==> src/rtl/p_cdc_pkg.sv <==
// Shared types and default sizing for the req/ack CDC transmitter.
// No logic; no latency; no backpressure.
// Pointer width is derived from the default depth.
package p_cdc_pkg;

   typedef enum logic [1:0] {
      IDLE = 2'd0,
      REQ  = 2'd1,
      DROP = 2'd2
   } state_t;

   localparam int WIDTH_DFLT   = 8;
   localparam int DEPTH_DFLT   = 4;
   localparam int TIMEOUT_DFLT = 255;
   localparam int PTR_W        = $clog2(DEPTH_DFLT);

endpackage

==> src/rtl/p_SSYNC3DO_C_PPP.sv <==
// Three-flop level synchronizer with asynchronous active-low clear to 0.
// Latency: 3 clk edges from d to q.
// No backpressure.
module p_SSYNC3DO_C_PPP (
   input  logic clk,
   input  logic clr_,
   input  logic d,
   output logic q
);

   logic [2:0] sync;

   always_ff @(posedge clk or negedge clr_) begin
      if (!clr_) begin
         sync <= 3'b000;
      end else begin
         sync <= {sync[1:0], d};
      end
   end

   assign q = sync[2];

endmodule

==> src/rtl/p_cdc_req_xmit.sv <==
// Four-phase req/ack CDC transmitter fed by a small FIFO; optional CDC_XMIT_TIMEOUT_EN adds a sticky REQ timeout.
// Latency: a word pushed at edge N raises xreq after edge N+1 when idle.
// Backpressure: src_ready drops when the FIFO is full; a pop frees space one cycle later.
module p_cdc_req_xmit
   import p_cdc_pkg::*;
#(
   parameter int WIDTH   = WIDTH_DFLT,
   parameter int DEPTH   = DEPTH_DFLT,
   parameter int TIMEOUT = TIMEOUT_DFLT
) (
   input  logic             clk,
   input  logic             reset_,
   input  logic             src_valid,
   output logic             src_ready,
   input  logic [WIDTH-1:0] src_data,
   output logic             xreq,
   output logic [WIDTH-1:0] xdata,
   input  logic             xack,
   output logic             busy,
   output logic             err_timeout
);

   localparam int AW = $clog2(DEPTH);
   localparam logic [AW:0] FULL_X = (AW+1)'(DEPTH);

   logic [WIDTH-1:0] mem [DEPTH];
   logic [AW:0]      wp;
   logic [AW:0]      rp;
   logic             full;
   logic             empty;
   logic             push;
   logic             pop;
   logic             ack_s;
   state_t           state;
   state_t           state_nxt;

   p_SSYNC3DO_C_PPP u_ack_sync (
      .clk  (clk),
      .clr_ (reset_),
      .d    (xack),
      .q    (ack_s)
   );

   assign full      = (wp ^ rp) == FULL_X;
   assign empty     = (wp == rp);
   assign src_ready = !full;
   assign push      = src_valid && !full;
   assign busy      = !empty || (state != IDLE);

   always_ff @(posedge clk) begin
      if (push) begin
         mem[wp[AW-1:0]] <= src_data;
      end
   end

   always_ff @(posedge clk or negedge reset_) begin
      if (!reset_) begin
         wp <= '0;
         rp <= '0;
      end else begin
         if (push) wp <= wp + 1'b1;
         if (pop)  rp <= rp + 1'b1;
      end
   end

   always_ff @(posedge clk or negedge reset_) begin
      if (!reset_) begin
         state <= IDLE;
      end else begin
         state <= state_nxt;
      end
   end

   // A stale ack_s seen in IDLE blocks the next request until it clears.
   always_comb begin
      state_nxt = state;
      case (state)
         IDLE:    if (!empty && !ack_s) state_nxt = REQ;
         REQ:     if (ack_s)            state_nxt = DROP;
         DROP:    if (!ack_s)           state_nxt = IDLE;
         default:                       state_nxt = IDLE;
      endcase
   end

   always_comb begin
      pop = (state == IDLE) && (state_nxt == REQ);
   end

   always_ff @(posedge clk or negedge reset_) begin
      if (!reset_) begin
         xreq  <= 1'b0;
         xdata <= '0;
      end else begin
         xreq <= (state_nxt == REQ);
         if (pop) xdata <= mem[rp[AW-1:0]];
      end
   end

`ifdef CDC_XMIT_TIMEOUT_EN
   localparam int TW = $clog2(TIMEOUT + 1);

   logic [TW-1:0] to_cnt;
   logic          err_q;

   // Counter saturates at TIMEOUT; the flag sets on the edge that reaches it.
   always_ff @(posedge clk or negedge reset_) begin
      if (!reset_) begin
         to_cnt <= '0;
         err_q  <= 1'b0;
      end else begin
         if (pop) begin
            to_cnt <= '0;
         end else if ((state == REQ) && (to_cnt != TW'(TIMEOUT))) begin
            to_cnt <= to_cnt + 1'b1;
         end
         if ((state == REQ) && (to_cnt == TW'(TIMEOUT - 1))) begin
            err_q <= 1'b1;
         end
      end
   end

   assign err_timeout = err_q;
`else
   logic to_unused;
   assign to_unused   = (TIMEOUT != 0);
   assign err_timeout = 1'b0;
`endif

endmodule

==> config.mk <==
export PLATFORM = sky130hd
export DESIGN_NAME = p_cdc_req_xmit
export DESIGN_NICKNAME = d
export VERILOG_FILES = /design/src/rtl/p_cdc_pkg.sv /design/src/rtl/p_SSYNC3DO_C_PPP.sv /design/src/rtl/p_cdc_req_xmit.sv
export SDC_FILE = /design/constraint.sdc
export NUM_CORES = 1
export LEC_CHECK = 0
export ABC_AREA = 1
export BUFFER_PORTS_ARGS = -buffer_cell sky130_fd_sc_hd__buf_2
export CAP_MARGIN = 5
export CELL_PAD_IN_SITES_DETAIL_PLACEMENT = 1
export CELL_PAD_IN_SITES_GLOBAL_PLACEMENT = 2
export CORE_UTILIZATION = 30
export CTS_CLUSTER_DIAMETER = 80
export CTS_CLUSTER_SIZE = 28
export DETAILED_ROUTE_END_ITERATION = 7
export GPL_TIMING_DRIVEN = 0
export PLACE_DENSITY_LB_ADDON = 0.1
export SYNTH_ARGS = -nofsm -noshare
export SYNTH_HDL_FRONTEND = slang
export SYNTH_SLANG_ARGS = --single-unit
==> constraint.sdc <==
create_clock -name clk -period 1.5 [get_ports clk]
set_input_delay 0.15 -clock clk [delete_from_list [all_inputs] [get_ports clk]]
set_output_delay 0.15 -clock clk [all_outputs]
set_load 0.02 [all_outputs]
==> reports/results.txt <==
CP Data Required Time: 1.35 ns
TritonRoute pass-1 iters: 4
Net Sw Power: 0.00249 W
core area: 7250 um^2
Final #Nets: 262
Pwr Total: 0.00610 W
TritonCTS clock tree: done
GRT overflow: 0
Layout Skew: 0.00563 ns
combinational fraction of design power: 0.516
std cell rows: 31
CTS Root Buffer Type: clkbuf_8
Tmin final: 1.53 ns
violated checks: negative setup slack
fmax: 655 MHz
sequential-to-total area share from yosys stat: 0.648
Synth cell types: 25
Seq pwr share: 0.354
FF/Latch Area: 1470 um^2
GRT Util Overall: 0.145
Power per Cell Area: 2060 nW/um^2
Sw Ratio: 0.407
initial antenna violation count: 0
drt drc: 0
clock sink count: 52
Fin Hold WS: 0.0557 ns
hpwl dp: 3390 um
chip height: 88.7 um
CTS H-tree depth: 2
Setup WS post-layout: -0.0275 ns
Initial Util: 0.311
Cell Area, Synth: 2250 um^2
Synth Instances: 189
first-pass GRT wire length: 8080 um
Fillers: 801
TritonCTS buffer count: 5
clk slew on worst S/H paths: 0.09 ns
Clock Tree Buf Depth: 2
Power Internal: 0.00362 W
WL/cell: 15.4 um
antenna cells: 0
vias per cell: 4.43
Final Util: 0.408
Vias: 1527
Max Cap Viol: 0
Multi-input gate area: 758 um^2
most frequent cells after synthesis: 32 x edfxtp_1, 30 x nand2_1, 22 x nor2_1
synth warn: 0
Area growth syn-to-layout: 31.2%
cell area after layout: 2960 um^2
Fin. Hold Viols: 0
final antenna-violating net count: 0
dominant cells by area after synthesis: edfxtp_1 43%, dfrtp_1 22%, nand2_1 5.0%, o21ai_0 4.0%, nor2_1 3.7%
share of post-route cells with drive strength above 1: 0.419
maximum vdd drop: 566 uV
vias in the first global route: 1553
later-pin clock latency in the skew report: 0.30 ns
1st-iter DRT viols: 46
critical path's slowest cell: dfrtp_1
status: complete, but fails checks
Final setup viols: 2
count of final max-slew check failures: 0
#FFs+latches synth: 52
Clock power frac: 0.130
top-count cell post-synth: edfxtp_1
number of flops mapped to enable cells by yosys: 32
ys flop type: edfxtp_1
worst-path cell chain: buf_6 -> inv_8 -> nand2_4 -> nand2_4 -> nand4_1 -> inv_2 -> nand2_2 -> buf_6
Critical Path Fanout Max: 5
I/O pin cnt: 24
pre-CTS WS: -0.421 ns
dpl cell area: 2500 um^2
Die X: 88.7 um
hold crit path type: in -> reg
RSZ-0062 raised after global routing: true
type of the worst setup path: reg -> out
syn nets: 206
routability cong.: 0.712
full die area: 7870 um^2
Synth top area share: 0.426
asr flop ratio synth: 0.385
largest net degree at the start of global routing: 21
Detailed Route WL: 5310 um
WP data arrival: 1.38 ns
Tcrit/Tclk final: 1.02
port buffer count: 22
Pleak: 1.24 nW
crit path capture type: output port
CP startpoint kind: flop
CP peak stage delay: 0.40 ns
Yosys top cell by area: edfxtp_1
Mean Syn Cell Area: 11.9 um^2
final cells by class:
class / instances / share of cell area
Buffer: 7 / 0.0224
Clock buffer: 6 / 0.0245
Clock inverter: 2 / 0.00550
Inverter: 14 / 0.0220
Multi-Input combinational cell: 115 / 0.256
Sequential cell: 52 / 0.495
Tap cell: 99 / 0.0419
Timing Repair Buffer: 50 / 0.132
metal layers:
layer  part of all wire  routed length (um)  vias up  track usage
li1                   -                   -      748            -
met2               0.51                2690       22        0.250
met3              0.022                 118        4       0.0280
met5                  0                   0        -            0
met1               0.46                2470      753        0.184
met4             0.0081                  43        0       0.0440
power by group through the flow:
stage,Clock (W),Combinational [W],Sequential (W)
2_1_floorplan,0,0.00152,0.00229
3_3_place_gp,0,0.00231,0.00216
3_5_place_dp,0,0.00236,0.00220
4_1_cts,0.000826,0.00301,0.00216
5_1_grt,0.000884,0.00345,0.00220
6_report,0.000796,0.00315,0.00216
cells by family (layout without fill, tap and decap cells):
family,after synthesis,after routing,share of synthesized area
AND/OR/NAND/NOR,81,81,0.200
flip-flops,52,52,0.648
XOR/XNOR,2,2,0.00777
buffers and inverters,22,79,0.0527
other,1,1,0.00166
adder cells (fa/ha/maj),5,5,0.0277
AO/OA/AOI/OAI,26,26,0.0622
layout by cell type, fill, tap and decap left out:
cell and n:
xnor2_1 1, o21ai_0 18, nand4_2 1, dfrtp_1 17, nand2_8 1, buf_2 22
ha_1 5, nor3_1 2, buf_8 1, nand2_2 5, clkbuf_8 5, edfxtp_1 32
buf_6 6, inv_4 2, nand2_1 28, buf_12 4, xor2_1 1, nand3_4 1
nor2_4 4, inv_8 1, buf_4 22, clkinvlp_4 1, nand3_1 5, dlygate4sd3_1 2
clkbuf_1 1, nor2_1 18, dfrtp_2 3, o22ai_1 4, inv_2 4, clkinv_4 1
nand4_1 1, nand3_2 8, inv_1 7, nand2_4 6, nand4_4 1, conb_1 1
o22ai_2 4
worst max-delay path, delay by kind of cell, from the launching register on:
| kind | cells | cell delay [ns] |
|---|---|---|
| buf+inv | 4 | 0.41 |
| simple gates | 4 | 0.25 |
| flops | 1 | 0.40 |
flip-flops by register name, summed over array words and instances, names as in the netlist:
| name | cells |
|---|---|
| mem | 32 |
| rp | 3 |
| state | 2 |
| u_ack_sync.sync | 3 |
| wp | 3 |
| xdata | 8 |
| xreq | 1 |
per-stage QoR:
stage	setup TNS, ns	cells
after floorplan	-1.42	189
after global placement	-11.18	310
after detailed placement	-12.94	310
after CTS	-0.116	339
after global routing	-0.507	345
final	-0.0331	345
final timing paths:
path | from | endpoint | slack, ns | cells past startpoint
setup / recovery | rp[0]$_DFFE_PN0P_ | busy | -0.03 | 8
hold / removal | src_data[4] | mem[1][4]$_DFFE_PP_ | 0.06 | 1
setup reg to reg | rp[0]$_DFFE_PN0P_ | mem[0][3]$_DFFE_PP_ | 0 | 7
hold reg to reg | u_ack_sync.sync[1]$_DFF_PN0_ | u_ack_sync.sync[2]$_DFF_PN0_ | 0.36 | 0
max in group asynchronous | reset_ | wp[1]$_DFFE_PN0P_ | 0.80 | 2
min in group asynchronous | reset_ | xdata[1]$_DFFE_PN0P_ | 0.33 | 2
what timing repair did:
item | 4_1_cts | 5_1_grt
cloned | 0 | 0
hold endpoints to repair | 21 | 0
buffers inserted | 20 | 6
hold buffers | 2 | 0
pin swaps | 9 | 8
gates resized for setup | 23 | 7
setup endpoints to repair | 39 | 39
No activity file was read; power rests on OpenSTA's default activity.
